[src/rtl/datapath_mon_pkg.sv]
// Shared types and helpers for the Datapath run monitor.
package datapath_mon_pkg;

  typedef enum logic [1:0] {
    IDLE = 2'd0,
    HOLD = 2'd1,
    RUN  = 2'd2,
    DONE = 2'd3
  } state_t;

  // Address width for n entries (at least 1 bit).
  function automatic int clog2w(input int n);
    int w;
    w = 1;
    while ((1 << w) < n) w++;
    return w;
  endfunction

endpackage

[src/rtl/datapath_run_monitor_trace_ram.sv]
// Trace storage: one synchronous write port, one asynchronous read port, no reset.
module trace_ram #(
  parameter int WIDTH = 32,
  parameter int DEPTH = 16,
  parameter int AW    = 4
) (
  input  logic             clk,
  input  logic             we,
  input  logic [AW-1:0]    waddr,
  input  logic [WIDTH-1:0] wdata,
  input  logic [AW-1:0]    raddr,
  output logic [WIDTH-1:0] rdata
);

  logic [WIDTH-1:0] mem [DEPTH];

  // Write port.
  always_ff @(posedge clk) begin
    if (we) mem[waddr] <= wdata;
  end

  assign rdata = mem[raddr];

endmodule

[src/rtl/datapath_run_monitor.sv]
// Run controller and monitor: holds the Datapath in reset, runs it, detects a
// settled result or a timeout, keeps a trace of recent results and grades the
// final value against the expected one.
module datapath_run_monitor
  import datapath_mon_pkg::*;
#(
  parameter int WIDTH         = 32,
  parameter int RESET_CYCLES  = 10,
  parameter int STABLE_CYCLES = 4,
  parameter int TIMEOUT       = 1024,
  parameter int DEPTH         = 16,
  parameter int CW            = 16,
  localparam int AW           = clog2w(DEPTH)
) (
  input  logic             clk,
  input  logic             reset,
  input  logic             start,
  input  logic [WIDTH-1:0] expected,
  input  logic [WIDTH-1:0] dut_result,
  output logic             dut_reset,
  output logic             busy,
  output logic             done,
  output logic             pass,
  output logic             timed_out,
  output logic [CW-1:0]    cycle_count,
  output logic [WIDTH-1:0] final_result,
  input  logic [AW-1:0]    trace_addr,
  output logic [WIDTH-1:0] trace_data,
  output logic [AW:0]      trace_count
);

  localparam int TW = AW + 1;
  localparam int HW = clog2w(RESET_CYCLES + 1);
  localparam int SW = clog2w(STABLE_CYCLES + 1);

  localparam logic [HW-1:0] HOLD_LOAD   = HW'(RESET_CYCLES - 1);
  localparam logic [CW-1:0] TO_LAST     = CW'(TIMEOUT - 1);
  localparam logic [TW-1:0] TC_MAX      = TW'(DEPTH);
  localparam logic [SW-1:0] STABLE_SAT  = SW'(STABLE_CYCLES);
  localparam logic [SW-1:0] STABLE_LAST = SW'(STABLE_CYCLES - 1);

  state_t           state, state_nxt;
  logic [HW-1:0]    hold_cnt;
  logic [CW-1:0]    cycle_q;
  logic [WIDTH-1:0] final_q;
  logic [WIDTH-1:0] exp_q;
  logic [AW-1:0]    wptr;
  logic [TW-1:0]    tcount;
  logic [SW-1:0]    stable_cnt;
  logic [SW-1:0]    stable_inc;
  logic             pass_q, to_q;

  logic             accept, hold_last, same, complete, timeout_hit, in_run;
  logic [AW-1:0]    rd_idx;

  assign in_run      = (state == RUN);
  assign accept      = start && ((state == IDLE) || (state == DONE));
  assign hold_last   = (hold_cnt == '0);
  // The very first RUN sample has nothing to compare against.
  assign same        = (dut_result == final_q) && (tcount != '0);
  assign stable_inc  = (stable_cnt == STABLE_SAT) ? stable_cnt : stable_cnt + SW'(1);
  assign complete    = in_run && same && (stable_inc >= STABLE_LAST);
  assign timeout_hit = in_run && (cycle_q == TO_LAST);

  // State register.
  always_ff @(posedge clk or negedge reset) begin
    if (!reset) state <= IDLE;
    else        state <= state_nxt;
  end

  // Next-state logic; completion takes priority over timeout.
  always_comb begin
    state_nxt = state;
    case (state)
      IDLE:    if (start) state_nxt = HOLD;
      HOLD:    if (hold_last) state_nxt = RUN;
      RUN:     if (complete || timeout_hit) state_nxt = DONE;
      DONE:    if (start) state_nxt = HOLD;
      default: state_nxt = IDLE;
    endcase
  end

  // Hold counter, run statistics, trace pointer and verdict.
  always_ff @(posedge clk or negedge reset) begin
    if (!reset) begin
      hold_cnt   <= '0;
      cycle_q    <= '0;
      final_q    <= '0;
      exp_q      <= '0;
      wptr       <= '0;
      tcount     <= '0;
      stable_cnt <= '0;
      pass_q     <= 1'b0;
      to_q       <= 1'b0;
    end else if (accept) begin
      exp_q      <= expected;
      hold_cnt   <= HOLD_LOAD;
      cycle_q    <= '0;
      tcount     <= '0;
      stable_cnt <= '0;
      pass_q     <= 1'b0;
      to_q       <= 1'b0;
    end else if (state == HOLD) begin
      if (!hold_last) hold_cnt <= hold_cnt - HW'(1);
    end else if (in_run) begin
      cycle_q    <= cycle_q + CW'(1);
      wptr       <= wptr + AW'(1);
      tcount     <= (tcount == TC_MAX) ? tcount : tcount + TW'(1);
      final_q    <= dut_result;
      stable_cnt <= same ? stable_inc : '0;
      if (complete) begin
        pass_q <= (dut_result == exp_q);
        to_q   <= 1'b0;
      end else if (timeout_hit) begin
        pass_q <= 1'b0;
        to_q   <= 1'b1;
      end
    end
  end

  // Newest entry sits just behind the write pointer.
  assign rd_idx = wptr - AW'(1) - trace_addr;

  trace_ram #(
    .WIDTH (WIDTH),
    .DEPTH (DEPTH),
    .AW    (AW)
  ) u_trace (
    .clk   (clk),
    .we    (in_run),
    .waddr (wptr),
    .wdata (dut_result),
    .raddr (rd_idx),
    .rdata (trace_data)
  );

  // The Datapath only runs in RUN; reset follows state, so it asserts
  // asynchronously with the monitor's own reset.
  assign dut_reset    = !in_run;
  assign busy         = (state == HOLD) || in_run;
  assign done         = (state == DONE);
  assign pass         = pass_q;
  assign timed_out    = to_q;
  assign cycle_count  = cycle_q;
  assign final_result = final_q;
  assign trace_count  = tcount;

endmodule

[config.mk]
export PLATFORM = sky130hd
export DESIGN_NAME = datapath_run_monitor
export DESIGN_NICKNAME = d
export VERILOG_FILES = /design/src/rtl/datapath_mon_pkg.sv /design/src/rtl/datapath_run_monitor_trace_ram.sv /design/src/rtl/datapath_run_monitor.sv
export SDC_FILE = /design/constraint.sdc
export NUM_CORES = 1
export LEC_CHECK = 0
export CAP_MARGIN = 10
export CORE_MARGIN = 2
export CORE_UTILIZATION = 30
export CTS_CLUSTER_DIAMETER = 50
export DETAILED_ROUTE_END_ITERATION = 16
export SLEW_MARGIN = 20
export SYNTH_ARGS = -nofsm -noshare
export SYNTH_HDL_FRONTEND = slang
export SYNTH_SLANG_ARGS = --single-unit
[constraint.sdc]
create_clock -name clk -period 3.6 [get_ports clk]
set_input_delay 0.36 -clock clk [delete_from_list [all_inputs] [get_ports clk]]
set_output_delay 0.36 -clock clk [all_outputs]
set_load 0.01 [all_outputs]
# Word level (Yosys, flattened, before mapping)
# Memory sizes are Yosys's and may differ from the RTL's.
# Cells that the tools add are included.
classes:
  add_sub_neg: 7
  magnitude_cmp: 1
  n_eq_ne: 14
  muxes: 31
  bitwise_logic: 2
  reduce_logical: 22
op_table:
  columns: ["cell", "n"]
  rows:
  - ["32-bit == test", 2]
  - ["16-bit 2-to-1 mux", 3]
  - ["5-bit 2-to-1 mux", 4]
  - ["16-bit by 1-bit adder with 16-bit output, second input constant", 1]
  - ["16-bit by 10-bit == test with 1-bit output, second input constant", 1]
  - ["3-bit 2-to-1 mux", 5]
  - ["1-bit 2-to-1 mux", 12]
  - ["4-bit 2-to-1 mux", 3]
  - ["3-bit AND reduction", 4]
  - ["2-bit != test, second input constant", 4]
  - ["4-bit by 1-bit subtractor with 4-bit output, second input constant", 2]
  - ["2-bit 2-to-1 mux", 3]
  - ["2-bit case mux with 3 select lines", 1]
  - ["5-bit by 1-bit adder with 5-bit output, second input constant", 1]
  - ["5-bit == test, second input constant", 1]
  - ["1-bit logical AND", 5]
  - ["5-bit nonzero test", 1]
  - ["4-bit by 1-bit adder with 4-bit output, second input constant", 1]
  - ["2-bit == test, second input constant", 2]
  - ["4-bit logical NOT", 1]
  - ["2-bit by 1-bit != test with 1-bit output, second input constant", 2]
  - ["2-bit AND reduction", 2]
  - ["2-bit nonzero test", 2]
  - ["4-bit subtractor", 1]
  - ["10 further kinds", 13]
word_totals:
  register_bits: 100
  ram_bits: 512
  in_bits: 71
  output_inout_bits: 90
  word_cells: 88
  n_memories: 1
memory_table:
  columns: ["name", "words", "word_bits", "read_ports", "rd_ports_with_merged_regs", "write_ports", "line_no", "rtl"]
  rows:
  - ["u_trace.mem", 16, 32, 1, 0, 1, "datapath_run_monitor_trace_ram.sv:15", "logic [WIDTH-1:0] mem [DEPTH];"]

# Depth between registers and ports, before layout
# Gate-level depths: netlist of the first run.
logic_depth:
  ltp_word: 8
  mapped_depth: 10
  ltp_nobuf: 8

# By module
# From an unflattened synthesis of the first run, not the netlist that was laid out.
unflattened:
  hier_cells: 1233
  area_unflattened_um2: 24305.8
modules_own_cells:
  columns: ["mod", "n_inst", "cells_each", "area_each_um2", "seq_area_each_um2"]
  rows:
  - ["trace_ram", 1, 806, 19194.7, 15374.7]
  - ["datapath_run_monitor", 1, 427, 5111.2, 2502.4]

# Worst setup path before layout of the first run
# No wires, ideal clock.
synth_timing:
  path_kind: "reg2reg"
  start: "register state[0]"
  end: "memory u_trace.mem[2][0], enable pin"
  setup_time_ns: 0.461
  arrival_time_ns: 3.395
  required_time_ns: 3.139
  slack_ns: -0.256
  path_stages_with_launch: 7
  n_path_buf: 2
  synth_period_minus_slack_ns: 3.856
  cell_sequence: "dfrtp_1 -> inv_1 -> ha_1 -> buf_2 -> clkbuf_1 -> nand2_1 -> nor3_1"
synth_between:
  elab_chain_cells: 3
synth_lines:
  columns: ["item", "line_no", "rtl"]
  rows:
  - ["from (decl)", "datapath_run_monitor.sv:42", "state_t state, state_nxt;"]
  - ["from (signal assigned)", "datapath_run_monitor.sv:68", "else state <= state_nxt;"]
  - ["2-bit == test", "datapath_run_monitor.sv:56", "assign in_run = (state == RUN);"]
  - ["1-bit 2-to-1 mux", "datapath_run_monitor_trace_ram.sv:19", "if (we) mem[waddr] <= wdata;"]
  - ["1-bit 2-to-1 mux (not written as such)", "datapath_run_monitor_trace_ram.sv:19", null]
  - ["to (decl)", "datapath_run_monitor_trace_ram.sv:15", null]
# No other way between the ends.

# Worst setup path in the final report of the first run
layout_timing:
  start: "register wptr[0]"
  end: "output port trace_data[10]"
layout_between:
  elab_chain_cells: 3
layout_lines:
  columns: ["item", "line_no", "rtl"]
  rows:
  - ["from (decl)", "datapath_run_monitor.sv:47", "logic [AW-1:0] wptr;"]
  - ["from (signal assigned)", "datapath_run_monitor.sv:107", "wptr <= wptr + AW'(1);"]
  - ["4-bit by 1-bit subtractor with 4-bit output", "datapath_run_monitor.sv:122", "assign rd_idx = wptr - AW'(1) - trace_addr;"]
  - ["4-bit subtractor", "datapath_run_monitor.sv:122", null]
  - ["memory read 16 x 32 bit", null, null]
  - ["to (decl)", "datapath_run_monitor.sv:28", "output logic [WIDTH-1:0] trace_data,"]
# No other way between the ends.

==> results of run 1 <==
## power breakdown
group / total (mW) / internal, mW / leakage, nW / switching [mW]
combinational: 13.6 / 7.06 / 4.07 / 6.58
clock: 6.26 / 3.54 / 0.956 / 2.73
sequential: 8.99 / 8.49 / 5.84 / 0.496
total: 28.9 / 19.1 / 10.9 / 9.80
## state kept, by name (all words and copies together), names as in the netlist
register      cells
final_result     32
trace_count       5
wptr              4
pass              1
stable_cnt        3
state             2
u_trace.mem     512
cycle_count      16
timed_out         1
exp_q            32
hold_cnt          4
## path summary, 6_finish.rpt
path | start | end
worst max-delay path | wptr[0] | trace_data[10]
worst min-delay path | reset | trace_count[4]
worst max register to register | state[0] | state[1]
worst min register to register | timed_out | timed_out
max in group asynchronous | reset | wptr[2]
min in group clk | expected[5] | exp_q[5]
## cells by family (layout without fill, tap and decap cells)
logic type,count (synthesis),after routing
xor gates and xnor gates,88,88
muxes,191,191
and+or+nand+nor,237,237
DFF,612,612
buffers and inverters,78,479
AOI/OAI and AO/OA,95,95
adders and majority gates,20,20
other,0,1
## through the flow
| stage | util [%] | hold WS, ns | setup TNS (ns) | setup WS (ns) | power, mW |
|---|---|---|---|---|---|
| floorplan | - | 0.0644 | 0 | 0.598 | 15.0 |
| global placement | 35.3 | 0.462 | -11.21 | -0.468 | 20.8 |
| detailed placement | 35.3 | 0.476 | -11.49 | -0.474 | 20.9 |
| CTS | 38.7 | 0.315 | -4.00 | -0.222 | 28.9 |
| global route | 38.9 | 0.328 | -3.73 | -0.198 | 30.3 |
| finish | 38.9 | 0.346 | -0.860 | -0.104 | 28.9 |
## placed cells by master, fill, tap and decap left out, types with 8 or more instances in the layout
master | Yosys | layout
buf_4 | 4 | 128
clkdlybuf4s50_1 | 0 | 127
nor2_4 | 0 | 14
clkinv_1 | 0 | 13
nand2_2 | 0 | 11
a211oi_4 | 0 | 9
xor2_1 | 62 | 61
xnor2_1 | 26 | 24
o21ai_0 | 11 | 11
ha_1 | 19 | 17
buf_12 | 0 | 32
nand2_1 | 95 | 84
a31oi_2 | 0 | 8
and2_4 | 0 | 31
edfxtp_1 | 512 | 512
nor2_1 | 45 | 31
buf_2 | 15 | 23
nand4_1 | 13 | 13
a31oi_1 | 32 | 19
buf_6 | 0 | 28
a211oi_2 | 0 | 23
mux2_2 | 63 | 63
nor4_1 | 13 | 13
clkinv_2 | 0 | 10
mux4_2 | 128 | 128
dfrtp_1 | 100 | 100
clkbuf_1 | 33 | 11
clkbuf_16 | 0 | 63
inv_1 | 18 | 18
## area by class of cell
| class | count | share of cell area (%) |
|---|---|---|
| diodes | 1 | 0.00786 |
| clock buffers | 75 | 5.06 |
| clock inverters | 37 | 1.07 |
| inverters | 18 | 0.212 |
| multi-input cells | 631 | 22.2 |
| flip-flops and latches | 612 | 56.2 |
| well taps | 1070 | 4.21 |
| repair buffers | 349 | 11.0 |
## worst max-delay path, cell delays in order, from the launching register on
cell and delay, ns:
dfrtp_1 0.40, ha_4 0.18, fa_4 0.82, buf_12 0.13, buf_12 0.14, buf_6 0.10, buf_6 0.09, mux4_2 0.30
a211oi_2 0.19, a31oi_1 0.08, buf_4 0.17, buf_6 0.11
## timing repair
item / in CTS / in global routing
hold buffers: 1 / 0
cloned: 5 / 2
setup buffers: 31 / 15
hold endpoints to repair: 52 / 0
resized for setup: 257 / 34
endpoints found under the setup margin: 32 / 32
pin swaps: 61 / 39
## per-layer routing
| layer | part of all wire (%) | routed length, um | vias to the layer above | track usage [%] |
|---|---|---|---|---|
| met1 | 41 | 28800 | 7388 | 21.3 |
| li1 | - | - | 5928 | - |
| met2 | 48 | 33300 | 494 | 26.3 |
| met4 | 2.4 | 1700 | 6 | 4.59 |
| met3 | 8.5 | 5950 | 95 | 5.06 |
| met5 | 0.060 | 42 | - | 0 |
==> impl_metrics.toml, run 1 <==
[status]
status = "finished with violations"
violations = "setup timing"

[worst_setup_path]
cp-end-kind = "output pin"
critPathMaxFanout = 6
worstPathRequired_ns = 3.24
worstRegToRegCells = 8
regToRegSetupSlack_ns = 0.85
crit_arrival_ns = 3.34
critPathKind = "register to output pin"
start_kind = "register"

[synth]
synth_ff_type = "edfxtp_1"
synthAdderAreaFrac_pct = 1.05
synth_compound_area_share_pct = 2.61
synth_edf_count = 512
synth_top_area_share_pct = 62.4
synth-seq-cells = 612
yosysSeqAreaShare_pct = 72.6
ys_top_cells_by_count = "512 x edfxtp_1, 128 x mux4_2, 100 x dfrtp_1"
synthArstFlopShare_pct = 16.3
netlist_area_um2 = 24600
yosysWarnings = 0
synth.area.top_cells = "edfxtp_1 62%, mux4_2 12%, dfrtp_1 10%"
syn_inst = 1321
synth-simple-area-share_pct = 4.70
yosys.area.top_type = "edfxtp_1"
synth_top_family_by_area = "multiplexers"
syn_area_per_cell_um2 = 18.6
syn_nets = 1412
ys_types = 49
muxShareOfSynthArea_pct = 14.6
synth_most_common_cell = "edfxtp_1"
synthXorXnorAreaFrac_pct = 3.13

[global_route]
grt_pass1_vias = 14500
track_usage_pct = 16.3
antenna_found_initial = 5
grt_max_degree = 55
overflow = 0
grt_pass1_wl_mm = 100

[sta]
setup_viol = 20
maxSlewHeadroom_pct = 36.0
hold_viol = 0
final_max_slew_viol_count = 0
min_period_ns = 3.70
fin_worst_skew_ns = 0.0243
post-route-period-util_pct = 103
setup_slack_ns = -0.104
fmax_ghz = 0.270
rsz0062_at_grt = "true"
worst_slew_pin_slew_ns = 0.957

[finish]
areaGrowthSynthToFinish_pct = 29.2
design_area_um2 = 31800
final_cells = 2793
regArea_um2 = 17900
drive_gt1_share_pct = 35.9
multiInputGateArea_um2 = 7080
fin_nets = 1764
fillers = 7387

[place]
dpl.hpwl_mm = 45.3
gp_congestion = 0.802
placedCellCount = 2633
io_buffers = 160
dpl_cell_area_um2 = 28900

[power_and_ir_drop]
power_density_nw_per_um2 = 908
peakVddDrop_v = 0.000523
cellLeakagePower_nw = 10.9

[floorplan]
die_h_um = 291
design.core.area_um2 = 81700
num_rows = 105
initial_utilization_pct = 30.1
die_w_um = 291
io_pins = 161
die_area_um2 = 84400

[clock_network]
clock_path_buffers = 3
cts_tree = "done"
cts_buffers = 61
clk_pin_slew_worst_paths_ns = 0.06
clk_latency_ns = 0.62
cts_root_buf = "clkbuf_16"
cts.sinks = 612
cts_max_level = 2

[min_path]
hold_path.class = "input port to asynchronous set/reset pin"

[route]
wire_per_inst_um = 25.0
routed_wl_mm = 69.8
drt_iter0_drc = 1262
via_per_inst = 4.98
via_count = 13900
ant_nets = 0
firstDrtPassIters = 5
drt_drc_violations_left = 0

[run]
max-cap-violations = 0
Note: power is estimated with default switching activity, not from simulation.
==> run 2: changes to the inputs <==
Settings changed: SLEW_MARGIN 20 to 40.
==> run 2 against run 1 <==
Net effect: the flow still finishes with violations (setup timing); sequential power about the same; clock power about the same; final area down 0.33%; register-to-register slack about the same; count of clock-buffer cells in the layout unchanged; non-clock buffer count down 6; critical endpoint is now trace_data[6]; largest cell class unchanged; largest power group unchanged.
==> impl_metrics.toml, run 2 (same netlist as run 1, synthesis figures left out) <==
[route]
via_per_inst = 4.93
routed_wl_mm = 69.7
drt_iter0_drc = 1189
met2_length_mm = 33.1
via_count = 13800
firstDrtPassIters = 5
detail_route.wirelength.met1_mm = 28.9
ant_nets = 0
drt_drc_violations_left = 0
wire_per_inst_um = 25.0
topRoutingLayerUsed = "met5"
met3_length_mm = 5.79

[clock_network]
clk_pin_slew_worst_paths_ns = 0.06
cts.sinks = 612
cts_root_buf = "clkbuf_16"
cts_tree = "done"
cts_buffers = 61
cts_max_level = 2
clock_path_buffers = 3
clk_latency_ns = 0.62

[sta]
final_max_slew_viol_count = 0
setup_slack_ns = -0.0987
hold_viol = 0
post-route-period-util_pct = 103
setup_viol = 24
min_period_ns = 3.70
fmax_ghz = 0.270
worst_slew_pin_slew_ns = 0.753
maxSlewHeadroom_pct = 49.7
rsz0062_at_grt = "true"
fin_worst_skew_ns = 0.0237
whs_ns = 0.208

[floorplan]
die_h_um = 291
num_rows = 105
initial_utilization_pct = 30.1
die_w_um = 291
die_area_um2 = 84400
io_pins = 161
design.core.area_um2 = 81700

[finish]
final_core_util_pct = 38.8
regMostFlops = "u_trace.mem"
mostFrequentLayoutCell = "edfxtp_1"
largest_register_ffs = 512
drive_gt1_share_pct = 35.8
fin_nets = 1758
final_cells = 2787
final_cell_mix = "512 x edfxtp_1, 128 x mux4_2, 124 x clkdlybuf4s50_1"
areaGrowthSynthToFinish_pct = 28.8

[power_and_ir_drop]
power_density_nw_per_um2 = 906
peakVddDrop_v = 0.000531
power.total_mw = 28.7
cellLeakagePower_nw = 10.8

[worst_setup_path]
worstPathRequired_ns = 3.24
critPathMaxFanout = 8
regToRegSetupSlack_ns = 0.85
critPathKind = "register to output pin"
start_kind = "register"
crit_arrival_ns = 3.34
slowest_delay_ns = 0.87
slowest_stage = "fa_4"
cpMostUsedCell = "buf_12"
cp-end-kind = "output pin"
crit_chain = "ha_4 -> fa_4 -> buf_12 -> buf_4 -> buf_12 -> mux4_2 -> a211oi_2 -> a31oi_2 -> buf_2"

[place]
placedCellCount = 2633
gp_congestion = 0.802
io_buffers = 160
dpl.hpwl_mm = 45.3
pre_cts_slack_ns = -0.476

[global_route]
grt_pass1_wl_mm = 101
track_usage_pct = 16.4
antenna_found_initial = 4
grt_max_degree = 55
grt_pass1_vias = 14500
overflow = 0

[run]
max-cap-violations = 0

[status]
status = "finished with violations"
violations = "setup timing"

[min_path]
hold_path.class = "input port to register"
-- run 2: through the flow --
stage | area, um^2 | setup TNS [ns]
final | 31700 | -0.964
after CTS | 31600 | -4.02
after global routing | 31700 | -4.53
after global placement | 28900 | -11.21
after floorplan | 24600 | 0
after detailed placement | 28900 | -11.52
-- run 2: worst paths after layout --
kind / cells after the start / start / to
max in group asynchronous: 3 / reset / wptr[2]
min in group asynchronous: 2 / reset / trace_count[4]
hold / removal: 1 / dut_result[4] / u_trace.mem[11][4]
setup reg to reg: 8 / state[0] / state[1]
setup / recovery: 9 / wptr[0] / trace_data[6]
hold reg to reg: 1 / timed_out / timed_out
-- run 2: final cells by class --
cell class / instances / area (um^2)
repair buffers: 343 / 3400
multi-input cells: 631 / 7080
inverters: 18 / 67.6
clock inverters: 37 / 342
well taps: 1070 / 1340
fillers: 7399 / 50000
diodes: 1 / 2.50
clock buffers: 75 / 1610
flip-flops and latches: 612 / 17900
-- run 2: worst max-delay path, delay by kind of cell, from the launching register on --
kind | cells | cell delay, ns
DFF | 1 | 0.40
AOI/OAI and AO/OA | 2 | 0.36
adders and majority gates | 2 | 1.05
muxes | 1 | 0.30
buffers and inverters | 4 | 0.59
-- run 2: per-layer routing --
layer	track usage [%]	vias to the layer above
li1	-	5917
met1	21.3	7295
met2	26.3	438
met3	5.03	97
met4	4.95	6
met5	0	-
-- run 2: repair_timing --
item	in CTS	in global routing
hold endpoints to repair	52	0
pin swaps	59	35
setup endpoints to repair	32	32
hold buffers	1	0
gates resized for setup	252	34
gates cloned	5	0
buffers inserted	31	13
-- run 2: power by group --
part	switching [mW]	internal (mW)	total, mW
Sequential	0.497	8.49	8.99
Clock	2.73	3.54	6.26
Combinational	6.56	6.93	13.5
Total	9.78	19.0	28.7
